[config.mk]
export PLATFORM = sky130hd
export DESIGN_NAME = i2c_bus_arbiter_flat
export DESIGN_NICKNAME = d
export VERILOG_FILES = /design/src/rtl/i2c_bus_arbiter_if.sv /design/src/rtl/i2c_bus_arbiter.sv /design/src/flat_wrapper.sv
export SDC_FILE = /design/constraint.sdc
export NUM_CORES = 1
export LEC_CHECK = 0
export CORE_MARGIN = 2
export CORE_UTILIZATION = 38
export DETAILED_ROUTE_END_ITERATION = 12
export PLACE_DENSITY = 0.84
export REMOVE_ABC_BUFFERS = 1
export SKIP_LAST_GASP = 1
export SYNTH_ARGS = -nofsm -noshare
export SYNTH_HDL_FRONTEND = slang
export SYNTH_SLANG_ARGS = --single-unit
[constraint.sdc]
create_clock -name clk -period 2.05 [get_ports clk]
set_input_delay 0.615 -clock clk [delete_from_list [all_inputs] [get_ports clk]]
set_output_delay 0.615 -clock clk [all_outputs]
set_load 0.01 [all_outputs]
[src/rtl/i2c_bus_arbiter_if.sv]
// Bundle of client-side and I2C-master-side signals around the two-client bus arbiter.
// The master modport is the arbiter's view; slave is the surrounding clients plus master.
interface i2c_bus_arbiter_if;
    logic       req0, req1, gnt0, gnt1;
    logic       start0, start1, send0, send1, receive0, receive1;
    logic [7:0] datasend0, datasend1;
    logic       isReady0, isReady1, sended0, sended1, received0, received1;
    logic [7:0] datareceive_c;
    logic       start, send, receive;
    logic [7:0] datasend;
    logic       isReady, sended, received;
    logic [7:0] datareceive;
    logic       busy, timeoutErr, errOwner;

    modport master (
        input  req0, req1, start0, start1, send0, send1, receive0, receive1,
        input  datasend0, datasend1, isReady, sended, received, datareceive,
        output gnt0, gnt1, isReady0, isReady1, sended0, sended1, received0, received1,
        output datareceive_c, start, send, receive, datasend, busy, timeoutErr, errOwner
    );

    modport slave (
        output req0, req1, start0, start1, send0, send1, receive0, receive1,
        output datasend0, datasend1, isReady, sended, received, datareceive,
        input  gnt0, gnt1, isReady0, isReady1, sended0, sended1, received0, received1,
        input  datareceive_c, start, send, receive, datasend, busy, timeoutErr, errOwner
    );
endinterface

[src/rtl/i2c_bus_arbiter.sv]
// Round-robin sharing of one I2C byte master between two transaction-holding clients.
// Latency: grant one cycle after a sampled request; two no-grant cycles between owners.
// Backpressure: owner holds the bus until it drops req and the master is ready, or a busy timeout fires.
module i2c_bus_arbiter #(
    parameter logic [15:0] TIMEOUT = 16'd50000
) (
    input logic               clk,
    input logic               reset,
    i2c_bus_arbiter_if.master bus
);
    typedef enum logic [1:0] {IDLE, GRANT, DRAIN, GAP} state_t;

    state_t      st, stNext;
    logic        owner, ownerNext;
    logic        last, lastNext;
    logic [15:0] cnt;
    logic        timeoutErrQ, errOwnerQ;
    logic        active, reqOwner, timeoutHit, enterGrant;

    assign active     = (st == GRANT) || (st == DRAIN);
    assign reqOwner   = owner ? bus.req1 : bus.req0;
    assign timeoutHit = active && (cnt == TIMEOUT - 16'd1);
    assign enterGrant = (st == IDLE) && (stNext == GRANT);

    always_ff @(posedge clk or negedge reset) begin
        if (!reset) begin
            st    <= IDLE;
            owner <= 1'b0;
            last  <= 1'b1;
        end else begin
            st    <= stNext;
            owner <= ownerNext;
            last  <= lastNext;
        end
    end

    always_comb begin
        stNext    = st;
        ownerNext = owner;
        lastNext  = last;
        case (st)
            IDLE: begin
                if (bus.req0 && bus.req1) begin
                    stNext    = GRANT;
                    ownerNext = ~last;
                end else if (bus.req0) begin
                    stNext    = GRANT;
                    ownerNext = 1'b0;
                end else if (bus.req1) begin
                    stNext    = GRANT;
                    ownerNext = 1'b1;
                end
            end
            GRANT: begin
                if (!reqOwner) begin
                    if (bus.isReady) begin
                        stNext   = GAP;
                        lastNext = owner;
                    end else begin
                        stNext = DRAIN;
                    end
                end
            end
            DRAIN: begin
                // Never cut the master mid-frame: release only once it reports ready.
                if (bus.isReady) begin
                    stNext   = GAP;
                    lastNext = owner;
                end
            end
            default: stNext = IDLE;
        endcase
        if (timeoutHit) begin
            stNext   = GAP;
            lastNext = owner;
        end
    end

    always_ff @(posedge clk or negedge reset) begin
        if (!reset) begin
            cnt         <= 16'd0;
            timeoutErrQ <= 1'b0;
            errOwnerQ   <= 1'b0;
        end else begin
            if (enterGrant || timeoutHit || bus.isReady) begin
                cnt <= 16'd0;
            end else if (active) begin
                cnt <= cnt + 16'd1;
            end
            timeoutErrQ <= timeoutHit;
            if (timeoutHit) begin
                errOwnerQ <= owner;
            end
        end
    end

    always_comb begin
        bus.gnt0          = active && !owner;
        bus.gnt1          = active && owner;
        bus.busy          = active;
        bus.start         = 1'b0;
        bus.send          = 1'b0;
        bus.receive       = 1'b0;
        bus.datasend      = 8'h00;
        if (active) begin
            bus.receive  = owner ? bus.receive1 : bus.receive0;
            bus.datasend = owner ? bus.datasend1 : bus.datasend0;
        end
        // Draining owner may finish a read but cannot open a new frame.
        if (st == GRANT) begin
            bus.start = owner ? bus.start1 : bus.start0;
            bus.send  = owner ? bus.send1 : bus.send0;
        end
        bus.isReady0      = bus.isReady && active && !owner;
        bus.isReady1      = bus.isReady && active && owner;
        bus.sended0       = bus.sended && active && !owner;
        bus.sended1       = bus.sended && active && owner;
        bus.received0     = bus.received && active && !owner;
        bus.received1     = bus.received && active && owner;
        bus.datareceive_c = bus.datareceive;
        bus.timeoutErr    = timeoutErrQ;
        bus.errOwner      = errOwnerQ;
    end
endmodule

[src/flat_wrapper.sv]
// flat-port wrapper written by rule: the top's interface ports become plain ports
module i2c_bus_arbiter_flat 
#(
    parameter logic [15:0] TIMEOUT = 16'd50000
)
  (clk, reset, bus_req0, bus_req1, bus_start0, bus_start1, bus_send0, bus_send1, bus_receive0, bus_receive1, bus_datasend0, bus_datasend1, bus_isReady, bus_sended, bus_received, bus_datareceive, bus_gnt0, bus_gnt1, bus_isReady0, bus_isReady1, bus_sended0, bus_sended1, bus_received0, bus_received1, bus_datareceive_c, bus_start, bus_send, bus_receive, bus_datasend, bus_busy, bus_timeoutErr, bus_errOwner);
  i2c_bus_arbiter_if bus_i ();
  input logic clk;
  input logic reset;
  input wire logic [$bits(bus_i.req0)-1:0] bus_req0;
  input wire logic [$bits(bus_i.req1)-1:0] bus_req1;
  input wire logic [$bits(bus_i.start0)-1:0] bus_start0;
  input wire logic [$bits(bus_i.start1)-1:0] bus_start1;
  input wire logic [$bits(bus_i.send0)-1:0] bus_send0;
  input wire logic [$bits(bus_i.send1)-1:0] bus_send1;
  input wire logic [$bits(bus_i.receive0)-1:0] bus_receive0;
  input wire logic [$bits(bus_i.receive1)-1:0] bus_receive1;
  input wire logic [$bits(bus_i.datasend0)-1:0] bus_datasend0;
  input wire logic [$bits(bus_i.datasend1)-1:0] bus_datasend1;
  input wire logic [$bits(bus_i.isReady)-1:0] bus_isReady;
  input wire logic [$bits(bus_i.sended)-1:0] bus_sended;
  input wire logic [$bits(bus_i.received)-1:0] bus_received;
  input wire logic [$bits(bus_i.datareceive)-1:0] bus_datareceive;
  output wire logic [$bits(bus_i.gnt0)-1:0] bus_gnt0;
  output wire logic [$bits(bus_i.gnt1)-1:0] bus_gnt1;
  output wire logic [$bits(bus_i.isReady0)-1:0] bus_isReady0;
  output wire logic [$bits(bus_i.isReady1)-1:0] bus_isReady1;
  output wire logic [$bits(bus_i.sended0)-1:0] bus_sended0;
  output wire logic [$bits(bus_i.sended1)-1:0] bus_sended1;
  output wire logic [$bits(bus_i.received0)-1:0] bus_received0;
  output wire logic [$bits(bus_i.received1)-1:0] bus_received1;
  output wire logic [$bits(bus_i.datareceive_c)-1:0] bus_datareceive_c;
  output wire logic [$bits(bus_i.start)-1:0] bus_start;
  output wire logic [$bits(bus_i.send)-1:0] bus_send;
  output wire logic [$bits(bus_i.receive)-1:0] bus_receive;
  output wire logic [$bits(bus_i.datasend)-1:0] bus_datasend;
  output wire logic [$bits(bus_i.busy)-1:0] bus_busy;
  output wire logic [$bits(bus_i.timeoutErr)-1:0] bus_timeoutErr;
  output wire logic [$bits(bus_i.errOwner)-1:0] bus_errOwner;
  assign bus_i.req0 = bus_req0;
  assign bus_i.req1 = bus_req1;
  assign bus_i.start0 = bus_start0;
  assign bus_i.start1 = bus_start1;
  assign bus_i.send0 = bus_send0;
  assign bus_i.send1 = bus_send1;
  assign bus_i.receive0 = bus_receive0;
  assign bus_i.receive1 = bus_receive1;
  assign bus_i.datasend0 = bus_datasend0;
  assign bus_i.datasend1 = bus_datasend1;
  assign bus_i.isReady = bus_isReady;
  assign bus_i.sended = bus_sended;
  assign bus_i.received = bus_received;
  assign bus_i.datareceive = bus_datareceive;
  assign bus_gnt0 = bus_i.gnt0;
  assign bus_gnt1 = bus_i.gnt1;
  assign bus_isReady0 = bus_i.isReady0;
  assign bus_isReady1 = bus_i.isReady1;
  assign bus_sended0 = bus_i.sended0;
  assign bus_sended1 = bus_i.sended1;
  assign bus_received0 = bus_i.received0;
  assign bus_received1 = bus_i.received1;
  assign bus_datareceive_c = bus_i.datareceive_c;
  assign bus_start = bus_i.start;
  assign bus_send = bus_i.send;
  assign bus_receive = bus_i.receive;
  assign bus_datasend = bus_i.datasend;
  assign bus_busy = bus_i.busy;
  assign bus_timeoutErr = bus_i.timeoutErr;
  assign bus_errOwner = bus_i.errOwner;
  i2c_bus_arbiter #(.TIMEOUT(TIMEOUT)) u_core (.clk(clk), .reset(reset), .bus(bus_i));
endmodule
==> results by group <==
Critical path
  – Worst-path cell chain: inv_2 > ha_4 > nor2b_4 > and2_4 > buf_6
  – R2R depth: 10
  – Critical path class: flop to output port
  – Slowest CP cell: dfrtp_1
  – CP Depth: 5
  – CP delay by family, top: flip-flops
  – Crit Path Max Fanout: 4
  – Critical Path Source Type: flop
  – Reg2Reg Setup Slack: -0.08 ns
  – Worst r2r src: u_core.st[0]
  – Crit path DAT: 1.52 ns
  – Worst Setup SP: u_core.st[0]
  – Nature of the critical path endpoint: output port
  – Reg2reg end: u_core.cnt[12]
  – Worst endpoint required time: 1.43 ns
  – CP peak stage delay: 0.40 ns
  – CP Buf/Inv Count: 2

Run status
  – Failing checks: negative setup slack
  – Status: finished, violations left

Placed design
  – Detail Placement HPWL: 2.86 mm
  – PortBufs: 50
  – Placed Cells incl. Taps: 278
  – Placed Instance Area: 2240 um2
  – Placer Congestion: 0.792

Synthesis
  – Cell accounting for the most synthesized area: dfrtp_1
  – Simple-gate share of the synthesized area: 27.2%
  – Top cells by area, synth: dfrtp_1 (34%), mux2i_1 (7.7%), nor2b_1 (5.2%), xor2_1 (5.1%), ha_1 (4.8%)
  – Synth top area share: 33.9%
  – Mapped Cells: 163
  – Yosys reg bits: 22
  – Mean post-synth cell area: 9.51 um2
  – Adder-Cell Fraction of Synth Area: 4.84%
  – Xor and xnor area share after synthesis: 7.91%
  – Mux cell area share after synthesis: 8.47%
  – Post-synth cell types: 38
  – Cell Area, Synth: 1550 um2
  – Register area share after synthesis: 35.6%
  – YS warnings: 0
  – Largest family of logic cells by synthesized area: simple AND/OR/NAND/NOR gates
  – Synth Area in Compound Gates: 8.07%

Routing
  – Drt pass-1 iters: 4
  – Initial drt markers: 51
  – Final ANT Viol Nets: 0
  – Post-DR vias/cell: 5.17
  – Routed via count: 1,509
  – DR WL/cell: 16.3 um
  – Total Wirelength: 4.77 mm
  – Drt drc: 0

Global route
  – Global route overflow: 0
  – Vias in the first global route: 1,407
  – Initial antenna violation count: 0
  – GRT Total Usage: 18.0%
  – Largest net degree at the start of global routing: 23
  – First-pass GRT wire length: 6.35 mm

CTS
  – Worst skew pair latency: 0.27 ns
  – CTS Sinks: 22
  – TritonCTS clock tree: done
  – Clock-pin slew on the worst setup and hold paths: 0.08 ns
  – H-tree lvl count: 1
  – CTS Buf Count: 3
  – Root buf cell: clkbuf_8
  – Max Root-Sink Buffers: 2

Pwr
  – Switch Pwr: 0.00128 W
  – Leakage: 1.27 nW
  – Comb pwr share: 72.5%
  – Clock network power share: 11.6%
  – Power, Total: 0.00350 W
  – Sequential power share: 15.9%
  – VDD IR-drop max: 0.489 mV
  – Int Pwr: 0.00221 W
  – PD cells: 1340 nW/um2
  – Switch share: 36.7%

Min path
  – Worst Hold Depth: 2
  – Worst Hold End: u_core.bus.errOwner
  – Hold Path Class: flop to flop
  – Hold Crit Start: u_core.bus.errOwner

Timing
  – TNS Setup: -1.40 ns
  – Tcrit/Tclk final: 104%
  – RSZ-0062 raised after global routing: true
  – Final count of hold timing violations: 0
  – Max-slew headroom: 74.6%
  – Shortest period the worst path allows: 2.14 ns
  – Hold Slack: 0.478 ns
  – Clock Skew: 0.00853 ns
  – Setup WS post-layout: -0.0876 ns
  – Worst-Margin Slew: 0.375 ns
  – Fmax: 0.468 GHz
  – Count of final setup violators: 29
  – Fin. max-slew vios: 0

Die
  – Initial core utilization: 39.0%
  – I/O Pins: 67
  – Site Rows: 23
  – Die outline width: 67.9 um
  – Core region area: 3970 um2
  – Die ar.: 4610 um2
  – Die Span Y: 67.9 um

Layout
  – Final std cells w/o fill: 292
  – Number of inserted diodes: 0
  – Fin nets: 286
  – Layout cell share with drive strength beyond 1: 45.5%
  – P&R area growth vs syn: 68.7%
  – Final Instance Area: 2620 um2

Run
  – Max-Cap Viols: 0
[layout by cell type (no fill, tap or decap), drive strengths merged, types with 9 or more instances in the layout]
master / netlist / routed
clkdlybuf4s50: 0 / 19
xor2: 9 / 9
buf: 9 / 55
dfrtp: 21 / 21
mux2i: 12 / 12
nor2b: 13 / 13
nor2: 16 / 16
dlymetal6s2s: 0 / 10
o21ai: 10 / 10
nand2: 11 / 11
[flip-flops by register name (all words and copies together) (netlist names)]
name and cells:
u_core.cnt 16, u_core.bus.timeoutErr 1, u_core.st 2, u_core.bus.errOwner 1, u_core.owner 1, u_core.last 1
[synth_stat cells, drive strengths merged]
master,number
inv,6
nor2,16
nor2b,13
xnor2,5
a31oi,1
a2bb2oi,1
nor3,2
nand2,11
buf,9
or4bb,2
nand4,5
or4b,1
and4,3
or3,1
o31ai,1
mux2,1
dfstp,1
clkbuf,4
o2111ai,1
dfrtp,21
a211oi,2
a21boi,1
a21oi,1
and3,6
and2,5
clkinv,1
nor4b,1
o21ai,10
or4,1
mux2i,12
nand2b,1
nand3,2
xor2,9
ha,6
[metal layers]
metal	global-route usage, %	up-vias	wire length (um)
met3	5.76	6	245
li1	-	707	-
met1	21.1	746	1910
met5	0	-	0
met4	4.00	0	51
met2	32.0	50	2570
[cell type report]
class,instances,area [um2]
fill,277,1360
multi-input combinational,121,1040
timing repair buffer,88,856
sequential,22,553
tap,50,62.6
clock buffer,3,41.3
clock inverter,1,30.0
inverter,7,27.5
[worst min-delay path: cells and delay by family (launching register included)]
| kind | cells | cell delay [ns] |
|---|---|---|
| flip-flops | 1 | 0.35 |
| AO/OA/AOI/OAI | 1 | 0.05 |
| AND/OR/NAND/NOR | 1 | 0.04 |
[how the worst max path moves through the flow]
stage,end,slack (ns)
floorplan,bus_isReady0,-0.16
global placement,bus_isReady1,-0.36
detailed placement,bus_isReady1,-0.39
CTS,bus_isReady1,-0.07
global route,bus_sended0,-0.12
finish,bus_sended0,-0.09
[timing repair]
| action | in CTS | in global routing |
|---|---|---|
| cloned | 1 | 2 |
| resized for setup | 86 | 58 |
| setup buffers | 1 | 6 |
| endpoints found under the setup margin | 34 | 36 |
| pin swaps | 1 | 6 |
| hold buffers | 0 | 0 |
[through the flow]
step	worst slack, ns	util, %
after floorplan	-0.164	-
after global placement	-0.356	56.4
after detailed placement	-0.395	56.4
after CTS	-0.0711	57.8
after global routing	-0.124	65.8
final	-0.0876	65.8
[kinds of logic (layout without fill, tap and decap cells)]
kind of cell / after synthesis / after routing
and+or+nand+nor: 70 / 70
DFF: 22 / 22
buffers and inverters: 20 / 99
AOI/OAI and AO/OA: 18 / 18
xor gates and xnor gates: 14 / 14
muxes: 13 / 13
adders and majority gates: 6 / 6
[power groups by stage]
stage          clock network, W  logic [W]  registers [W]
6_report               0.000405    0.00254       0.000555
5_1_grt                0.000423    0.00268       0.000560
4_1_cts                0.000404    0.00179       0.000558
3_5_place_dp                  0    0.00174       0.000557
3_3_place_gp                  0    0.00169       0.000556
2_1_floorplan                 0   0.000809       0.000596
Power figures use the tool's default switching activity.
